**src/rtl/fp96Pkg.sv**
```systemverilog
// rtl/fp96Pkg.sv - shared FP96/FP32 types, rounding modes, flags and bias constants
package fp96Pkg;

  localparam logic [7:0]  BIAS32    = 8'h7F;
  localparam logic [14:0] BIAS96    = 15'h3FFF;
  localparam logic [16:0] REBIAS    = {2'b00, BIAS96} - {9'd0, BIAS32};
  localparam logic [4:0]  MAX_SHIFT = 5'd26;
  localparam logic [15:0] EXP_MAX   = {7'd0, BIAS32, 1'b1};

  typedef struct packed {
    logic        sign;
    logic [7:0]  exp;
    logic [22:0] frac;
  } fp32_t;

  typedef struct packed {
    logic        sign;
    logic [14:0] exp;
    logic [79:0] sig;
  } fp96_t;

  typedef enum logic [2:0] {
    RM_RNE = 3'd0,
    RM_RTZ = 3'd1,
    RM_RDN = 3'd2,
    RM_RUP = 3'd3,
    RM_RMM = 3'd4
  } rm_e;

  typedef enum logic [2:0] {
    CLS_NORM = 3'd0,
    CLS_ZERO = 3'd1,
    CLS_TINY = 3'd2,
    CLS_INF  = 3'd3,
    CLS_NAN  = 3'd4
  } cls_e;

  typedef struct packed {
    logic invalid;
    logic overflow;
    logic underflow;
    logic inexact;
    logic rsvd;
  } flags_t;

  // Encodings 5-7 fall back to round-to-nearest-even.
  function automatic rm_e decode_rm(input logic [2:0] raw);
    case (raw)
      3'd1:    return RM_RTZ;
      3'd2:    return RM_RDN;
      3'd3:    return RM_RUP;
      3'd4:    return RM_RMM;
      default: return RM_RNE;
    endcase
  endfunction

endpackage

```
**src/rtl/fp_round32.sv**
```systemverilog
// rtl/fp_round32.sv - combinational FP32 round and pack with IEEE exception flags
module fp_round32
  import fp96Pkg::*;
(
  input  logic        sign,
  input  logic [2:0]  cls,
  input  logic [15:0] exp_f,
  input  logic [22:0] frac,
  input  logic        guard,
  input  logic        sticky,
  input  logic [22:0] nan_sig,
  input  logic [2:0]  rm,
  output logic [31:0] res,
  output logic [4:0]  flags
);

  rm_e         mode;
  cls_e        c;
  logic        gs;
  logic        inc;
  logic        ovf;
  logic        to_inf;
  logic [38:0] sum;
  fp32_t       r;
  flags_t      f;

  always_comb begin
    mode = rm_e'(rm);
    c    = cls_e'(cls);
    gs   = guard | sticky;
    case (mode)
      RM_RTZ:  inc = 1'b0;
      RM_RDN:  inc = sign & gs;
      RM_RUP:  inc = !sign & gs;
      RM_RMM:  inc = guard;
      default: inc = guard & (sticky | frac[0]);
    endcase
    // Adding across the exp/frac boundary carries mantissa overflow into the
    // exponent, which also promotes 0x7FFFFF denormals to the minimum normal.
    sum    = {exp_f, frac} + 39'(inc);
    ovf    = sum[38:23] >= EXP_MAX;
    to_inf = (mode == RM_RNE) || (mode == RM_RMM) ||
             (mode == RM_RUP && !sign) || (mode == RM_RDN && sign);

    r      = '0;
    f      = '0;
    r.sign = sign;
    case (c)
      CLS_ZERO: r.exp = 8'h00;
      CLS_INF:  r.exp = 8'hFF;
      CLS_NAN: begin
        r.exp     = 8'hFF;
        r.frac    = {1'b1, nan_sig[21:0]};
        f.invalid = !nan_sig[22];
      end
      default: begin
        f.overflow  = ovf;
        f.inexact   = gs | ovf;
        f.underflow = (exp_f == 16'd0) & gs;
        if (ovf) begin
          r.exp  = to_inf ? 8'hFF : 8'hFE;
          r.frac = to_inf ? 23'd0 : {23{1'b1}};
        end else begin
          r.exp  = sum[30:23];
          r.frac = sum[22:0];
        end
      end
    endcase
    res   = r;
    flags = f;
  end

endmodule

```
**src/rtl/fp_cvt96_to32_pipe.sv**
```systemverilog
// rtl/fp_cvt96_to32_pipe.sv - 3-stage elastic FP96 to FP32 converter
module fp_cvt96_to32_pipe
  import fp96Pkg::*;
(
  input  logic        clk,
  input  logic        rst_n,
  input  logic        i_valid,
  output logic        i_ready,
  input  logic [95:0] i,
  input  logic [2:0]  rm,
  output logic        o_valid,
  input  logic        o_ready,
  output logic [31:0] o,
  output logic [4:0]  o_flags
);

  logic        s1_valid_q, s1_valid_d;
  logic        s1_sign_q, s1_sign_d;
  logic [16:0] s1_e32_q, s1_e32_d;
  logic [79:0] s1_sig_q, s1_sig_d;
  logic [2:0]  s1_cls_q, s1_cls_d;
  logic [2:0]  s1_rm_q, s1_rm_d;

  logic        s2_valid_q, s2_valid_d;
  logic        s2_sign_q, s2_sign_d;
  logic [2:0]  s2_cls_q, s2_cls_d;
  logic [15:0] s2_exp_q, s2_exp_d;
  logic [22:0] s2_frac_q, s2_frac_d;
  logic        s2_guard_q, s2_guard_d;
  logic        s2_sticky_q, s2_sticky_d;
  logic [22:0] s2_nan_q, s2_nan_d;
  logic [2:0]  s2_rm_q, s2_rm_d;

  logic        o_valid_q, o_valid_d;
  logic [31:0] o_q, o_d;
  logic [4:0]  o_flags_q, o_flags_d;

  logic        o_adv, s2_adv, s1_adv, accept;
  logic        exp_zero, exp_ones, sig_zero, e_pos;
  logic [16:0] nsh;
  logic [4:0]  sh;
  logic [106:0] wide;
  logic [31:0] rnd_res;
  logic [4:0]  rnd_flags;

  fp_round32 u_round (
    .sign    (s2_sign_q),
    .cls     (s2_cls_q),
    .exp_f   (s2_exp_q),
    .frac    (s2_frac_q),
    .guard   (s2_guard_q),
    .sticky  (s2_sticky_q),
    .nan_sig (s2_nan_q),
    .rm      (s2_rm_q),
    .res     (rnd_res),
    .flags   (rnd_flags)
  );

  always_comb begin
    o_adv   = o_valid_q & o_ready;
    s2_adv  = s2_valid_q & (!o_valid_q | o_adv);
    s1_adv  = s1_valid_q & (!s2_valid_q | s2_adv);
    i_ready = rst_n & (!s1_valid_q | s1_adv);
    accept  = i_valid & i_ready;

    exp_zero = ~|i[94:80];
    exp_ones = &i[94:80];
    sig_zero = ~|i[79:0];

    s1_valid_d = accept | (s1_valid_q & !s1_adv);
    s1_sign_d  = accept ? i[95] : s1_sign_q;
    s1_e32_d   = accept ? ({2'b00, i[94:80]} - REBIAS) : s1_e32_q;
    s1_sig_d   = accept ? i[79:0] : s1_sig_q;
    s1_rm_d    = accept ? decode_rm(rm) : s1_rm_q;
    s1_cls_d   = s1_cls_q;
    if (accept) begin
      if (exp_zero)      s1_cls_d = sig_zero ? CLS_ZERO : CLS_TINY;
      else if (exp_ones) s1_cls_d = sig_zero ? CLS_INF : CLS_NAN;
      else               s1_cls_d = CLS_NORM;
    end

    // Tiny inputs land on the 26-bit cap, which leaves the hidden one as sticky only.
    e_pos = !s1_e32_q[16] && (s1_e32_q != 17'd0);
    nsh   = 17'd1 - s1_e32_q;
    sh    = e_pos ? 5'd0 : ((nsh > 17'd26) ? MAX_SHIFT : nsh[4:0]);
    wide  = {1'b1, s1_sig_q, 26'd0} >> sh;

    s2_valid_d  = s1_adv | (s2_valid_q & !s2_adv);
    s2_sign_d   = s1_adv ? s1_sign_q : s2_sign_q;
    s2_cls_d    = s1_adv ? s1_cls_q : s2_cls_q;
    s2_rm_d     = s1_adv ? s1_rm_q : s2_rm_q;
    s2_nan_d    = s1_adv ? s1_sig_q[79:57] : s2_nan_q;
    // The hidden bit stays at the top only when no denormalising shift happened.
    s2_exp_d    = s1_adv ? (wide[106] ? s1_e32_q[15:0] : 16'd0) : s2_exp_q;
    s2_frac_d   = s1_adv ? wide[105:83] : s2_frac_q;
    s2_guard_d  = s1_adv ? wide[82] : s2_guard_q;
    s2_sticky_d = s1_adv ? |wide[81:0] : s2_sticky_q;

    o_valid_d = s2_adv | (o_valid_q & !o_adv);
    o_d       = s2_adv ? rnd_res : o_q;
    o_flags_d = s2_adv ? rnd_flags : o_flags_q;
  end

  always_ff @(posedge clk) begin
    if (!rst_n) begin
      s1_valid_q  <= 1'b0;
      s1_sign_q   <= 1'b0;
      s1_e32_q    <= '0;
      s1_sig_q    <= '0;
      s1_cls_q    <= '0;
      s1_rm_q     <= '0;
      s2_valid_q  <= 1'b0;
      s2_sign_q   <= 1'b0;
      s2_cls_q    <= '0;
      s2_exp_q    <= '0;
      s2_frac_q   <= '0;
      s2_guard_q  <= 1'b0;
      s2_sticky_q <= 1'b0;
      s2_nan_q    <= '0;
      s2_rm_q     <= '0;
      o_valid_q   <= 1'b0;
      o_q         <= '0;
      o_flags_q   <= '0;
    end else begin
      s1_valid_q  <= s1_valid_d;
      s1_sign_q   <= s1_sign_d;
      s1_e32_q    <= s1_e32_d;
      s1_sig_q    <= s1_sig_d;
      s1_cls_q    <= s1_cls_d;
      s1_rm_q     <= s1_rm_d;
      s2_valid_q  <= s2_valid_d;
      s2_sign_q   <= s2_sign_d;
      s2_cls_q    <= s2_cls_d;
      s2_exp_q    <= s2_exp_d;
      s2_frac_q   <= s2_frac_d;
      s2_guard_q  <= s2_guard_d;
      s2_sticky_q <= s2_sticky_d;
      s2_nan_q    <= s2_nan_d;
      s2_rm_q     <= s2_rm_d;
      o_valid_q   <= o_valid_d;
      o_q         <= o_d;
      o_flags_q   <= o_flags_d;
    end
  end

  assign o_valid = o_valid_q;
  assign o       = o_q;
  assign o_flags = o_flags_q;

endmodule

```
**config.mk**
```make
export PLATFORM = sky130hd
export DESIGN_NAME = fp_cvt96_to32_pipe
export DESIGN_NICKNAME = d
export VERILOG_FILES = /design/src/rtl/fp96Pkg.sv /design/src/rtl/fp_round32.sv /design/src/rtl/fp_cvt96_to32_pipe.sv
export SDC_FILE = /design/constraint.sdc
export NUM_CORES = 1
export LEC_CHECK = 0
export ABC_CLOCK_PERIOD_IN_PS = 6900
export BUFFER_PORTS_ARGS = -buffer_cell sky130_fd_sc_hd__buf_2
export CAP_MARGIN = 10
export CELL_PAD_IN_SITES_DETAIL_PLACEMENT = 1
export CELL_PAD_IN_SITES_GLOBAL_PLACEMENT = 2
export CORE_UTILIZATION = 34
export DETAILED_ROUTE_END_ITERATION = 8
export MAX_ROUTING_LAYER = met4
export PLACE_DENSITY_LB_ADDON = 0.1
export SLEW_MARGIN = 20
export SYNTH_ARGS = -nofsm -noshare
export SYNTH_HDL_FRONTEND = slang
export SYNTH_SLANG_ARGS = --single-unit
```
**constraint.sdc**
```tcl
create_clock -name clk -period 6.9 [get_ports clk]
set_input_delay 1.38 -clock clk [delete_from_list [all_inputs] [get_ports clk]]
set_output_delay 1.38 -clock clk [all_outputs]
set_load 0.01 [all_outputs]
```
==> impl_results.md <==
* Max-slew violation count at 0
* Fraction of layout cells with a size suffix above 1 at 0.151
* Synth cell types at 86
* Post-DP HPWL at 33.0 mm
* Commonest non-fill, non-tap cells in the layout: nand2_1 (327), dfxtp_1 (213), o21ai_0 (177), buf_2 (139), a21oi_1 (85)
* Net Switching at 0.992 mW
* Post-route cell area at 13900 µm²
* Hold Vio Cnt, Final at 0
* Period utilisation layout at 0.822
* I/O Buffers at 140
* Worst r2r dst: s2_sticky_q$_SDFFE_PN0P_
* Ys flop type: dfxtp_1
* Ys async rst share at 0
* H-tree levels at 1
* Clk Latency, worst-skew pair at 540 ps
* Fmax at 176 MHz
* CTS Hold Buffers Added at 0
* Share of the synthesized area in the top cell type at 0.354
* 1st-pass router iterations at 5
* Max-cap violations at 0
* Crit path time final at 5670 ps
* # rows at 68
* Number of synthesized flops with an enable pin at 0
* Vias in the first global route at 12257
* Hold_sp: s2_nan_q[4]$_SDFFE_PN0P_
* RSZ-0062 raised after global routing: no
* Syn_nets at 1689
* Worst reg-to-reg path cell count at 15
* Power share of the clock group at 0.408
* Total gr overflow at 0
* Setup_tns at 0 ps
* DIE AREA at 36200 µm²
* Cell Area, Synth at 12100 µm²
* Reg2reg setup slack at 1230 ps
* CP startpoint kind: register
* Post-DP Area at 13100 µm²
* CP Class: reg -> reg
* Chip width at 190 µm
* Ranking of synthesized cells by area: dfxtp_1 (35%), nand2_1 (10%), o21ai_0 (7.3%), mux2i_1 (4.7%), a21oi_1 (3.5%)
* Routed WL at 44.3 mm
* CP Data Required Time at 7310 ps
* Drt wl/cell at 20.8 µm
* Critical Path AT at 6080 ps
* Most common cell after layout, fill and taps aside: nand2_1
* Fin Hold WS at 464 ps
* Synth area leader: dfxtp_1
* Pin count of the biggest net entering global routing at 185
* CP endpoint: s2_sticky_q$_SDFFE_PN0P_
* Static leakage at 5.14 nW
* Initial antenna violation count at 1
* Worst clock skew at 12.1 ps
* Sink Count at 213
* Setup Buffers After CTS at 0
* Maximum root-to-sink buffer count at 3
* Clock Root Buffer: clkbuf_16
* Vias post-DR at 12023
* Comb power frac at 0.179
* Syn. warnings at 0
* Internal power at 2.37 mW
* CP Max Fanout at 20
* Setup violations, final at 0
* Starting Density at 0.347
* Status: finished, final reports clean
* Fillers at 4281
* Hold Crit Class: reg -> reg
* Cts repair resizes at 0
* Remaining DRCs at 0
* Max_slew headroom at 0.273
* Sw Share at 0.295
* Total CTS buffers at 26
* Die Y at 190 µm
* DRT iter0 DRCs at 582
* Worst-Margin Slew at 1090 ps
* Clock transition at path regs at 60 ps
* Synthesized flop and latch total at 213
* Synthesized area per cell at 7.63 µm²
* Final ANT Viol Nets at 0
* Nets@finish at 1770
* Global-route wire length before repair at 70.5 mm
* CORE AREA at 34700 µm²
* Critical Path Sink Type: register
* Peak VDD IR at 0.172 mV
* CTS tree: built
* FF/Latch Area at 4260 µm²
* # IOs at 142
* Crit path from: s1_e32_q[1]$_SDFFE_PN0P_
* Synthesis-to-finish area growth at 15.7%
* GPL Wtd Cong at 0.919
* Cell Pwr Density at 241 nW/µm²
* Reg2reg start: s1_e32_q[1]$_SDFFE_PN0P_
* Mapped Cells at 1579
* Vias/cell at 5.64
* Total global-route track usage at 0.253
* Flop pwr share at 0.412
* Register area share after synthesis at 0.354
* Multi-input gate area at 7300 µm²
[flip-flops by register name, summed over array words and instances (netlist names)]
name and cells:
o_flags 4, s2_nan_q 23, s2_sign_q 1, o_valid 1
s2_guard_q 1, s2_valid_q 1, o 32, s1_valid_q 1
s1_cls_q 3, s2_cls_q 3, s2_sticky_q 1, s1_sign_q 1
s1_e32_q 16, s2_rm_q 3, s1_rm_q 3, s2_exp_q 16
s1_sig_q 80, s2_frac_q 23
[power groups by stage]
stage,sequential [mW],combinational [mW],clock (mW)
after global placement,1.41,0.596,0
after CTS,1.39,0.603,1.41
after global routing,1.40,0.665,1.47
after detailed placement,1.41,0.600,0
final,1.39,0.603,1.37
after floorplan,1.37,0.406,0
[worst min-delay path by stage]
stage | endpoint | slack, ps | cells after the start
finish | s2_nan_q[4]$_SDFFE_PN0P_ | 460 | 2
global placement | o[31]$_SDFFE_PN0P_ | 450 | 2
floorplan | s1_sig_q[43]$_SDFFE_PN0P_ | 440 | 2
detailed placement | s2_nan_q[4]$_SDFFE_PN0P_ | 460 | 2
CTS | s2_nan_q[4]$_SDFFE_PN0P_ | 470 | 2
global route | s2_nan_q[8]$_SDFFE_PN0P_ | 490 | 2
[cells in the mapped netlist, types with 9 or more instances]
library cell and n:
nand2_1 328, dfxtp_1 213, o21ai_0 177, clkbuf_1 88, a21oi_1 85, nor2_1 78, mux2i_1 57, nor4_1 47
nor3_1 46, nand3_1 45, a21boi_0 37, a22o_1 34, xnor2_1 27, nand4_1 22, and3_1 16, nor2b_1 15
a22oi_1 13, a31oi_1 13, a211oi_1 11, and2_1 11, buf_2 11, mux2_2 11, xor2_1 11, inv_1 10
a221oi_1 9, o21a_1 9
[stage by stage]
| stage | power, mW | worst slack, ps | std cells | utilization |
|---|---|---|---|---|
| 2_1_floorplan | 1.78 | 2080 | 1579 | - |
| 3_3_place_gp | 2.01 | 1390 | 2087 | 0.377 |
| 3_5_place_dp | 2.01 | 1190 | 2087 | 0.377 |
| 4_1_cts | 3.40 | 1190 | 2132 | 0.401 |
| 5_1_grt | 3.53 | 953 | 2133 | 0.402 |
| 6_report | 3.36 | 1230 | 2133 | 0.402 |
[worst max-delay path, stage by stage, from the launching register on]
cell,delay (ps)
dfxtp_1,310
inv_1,380
ha_1,350
or3b_2,480
a211oi_1,230
a41oi_1,130
or4_4,740
nor2_4,640
mux2i_1,570
a22oi_1,180
o21ai_0,190
mux2i_1,180
a2111oi_0,470
a21oi_1,230
a2111oi_1,320
a31oi_1,130
[layer usage]
layer | GRT usage | vias to the layer above | share of wire
li1 | - | 5899 | -
met1 | 0.332 | 5818 | 0.47
met2 | 0.408 | 240 | 0.46
met3 | 0.0282 | 66 | 0.038
met4 | 0.0778 | 0 | 0.028
met5 | - | - | 0
[cells by family (layout without fill, tap and decap cells)]
family	count (synthesis)	after routing	share of synthesized area
adders and majority gates	7	7	0.00727
other	1	2	0.000311
xor gates and xnor gates	38	38	0.0276
buffers and inverters	123	221	0.0429
DFF	213	213	0.354
muxes	70	70	0.0604
AOI/OAI and AO/OA	468	468	0.253
and+or+nand+nor	659	659	0.255
[area by class of cell]
class                   count  share of cell area
multi-input cells        1243               0.523
flip-flops and latches    213               0.306
repair buffers            166              0.0653
clock buffers              40              0.0562
well taps                 455              0.0408
clock inverters             5             0.00574
inverters                  10             0.00269
diodes                      1            0.000179
(Power assumes the default switching activity.)
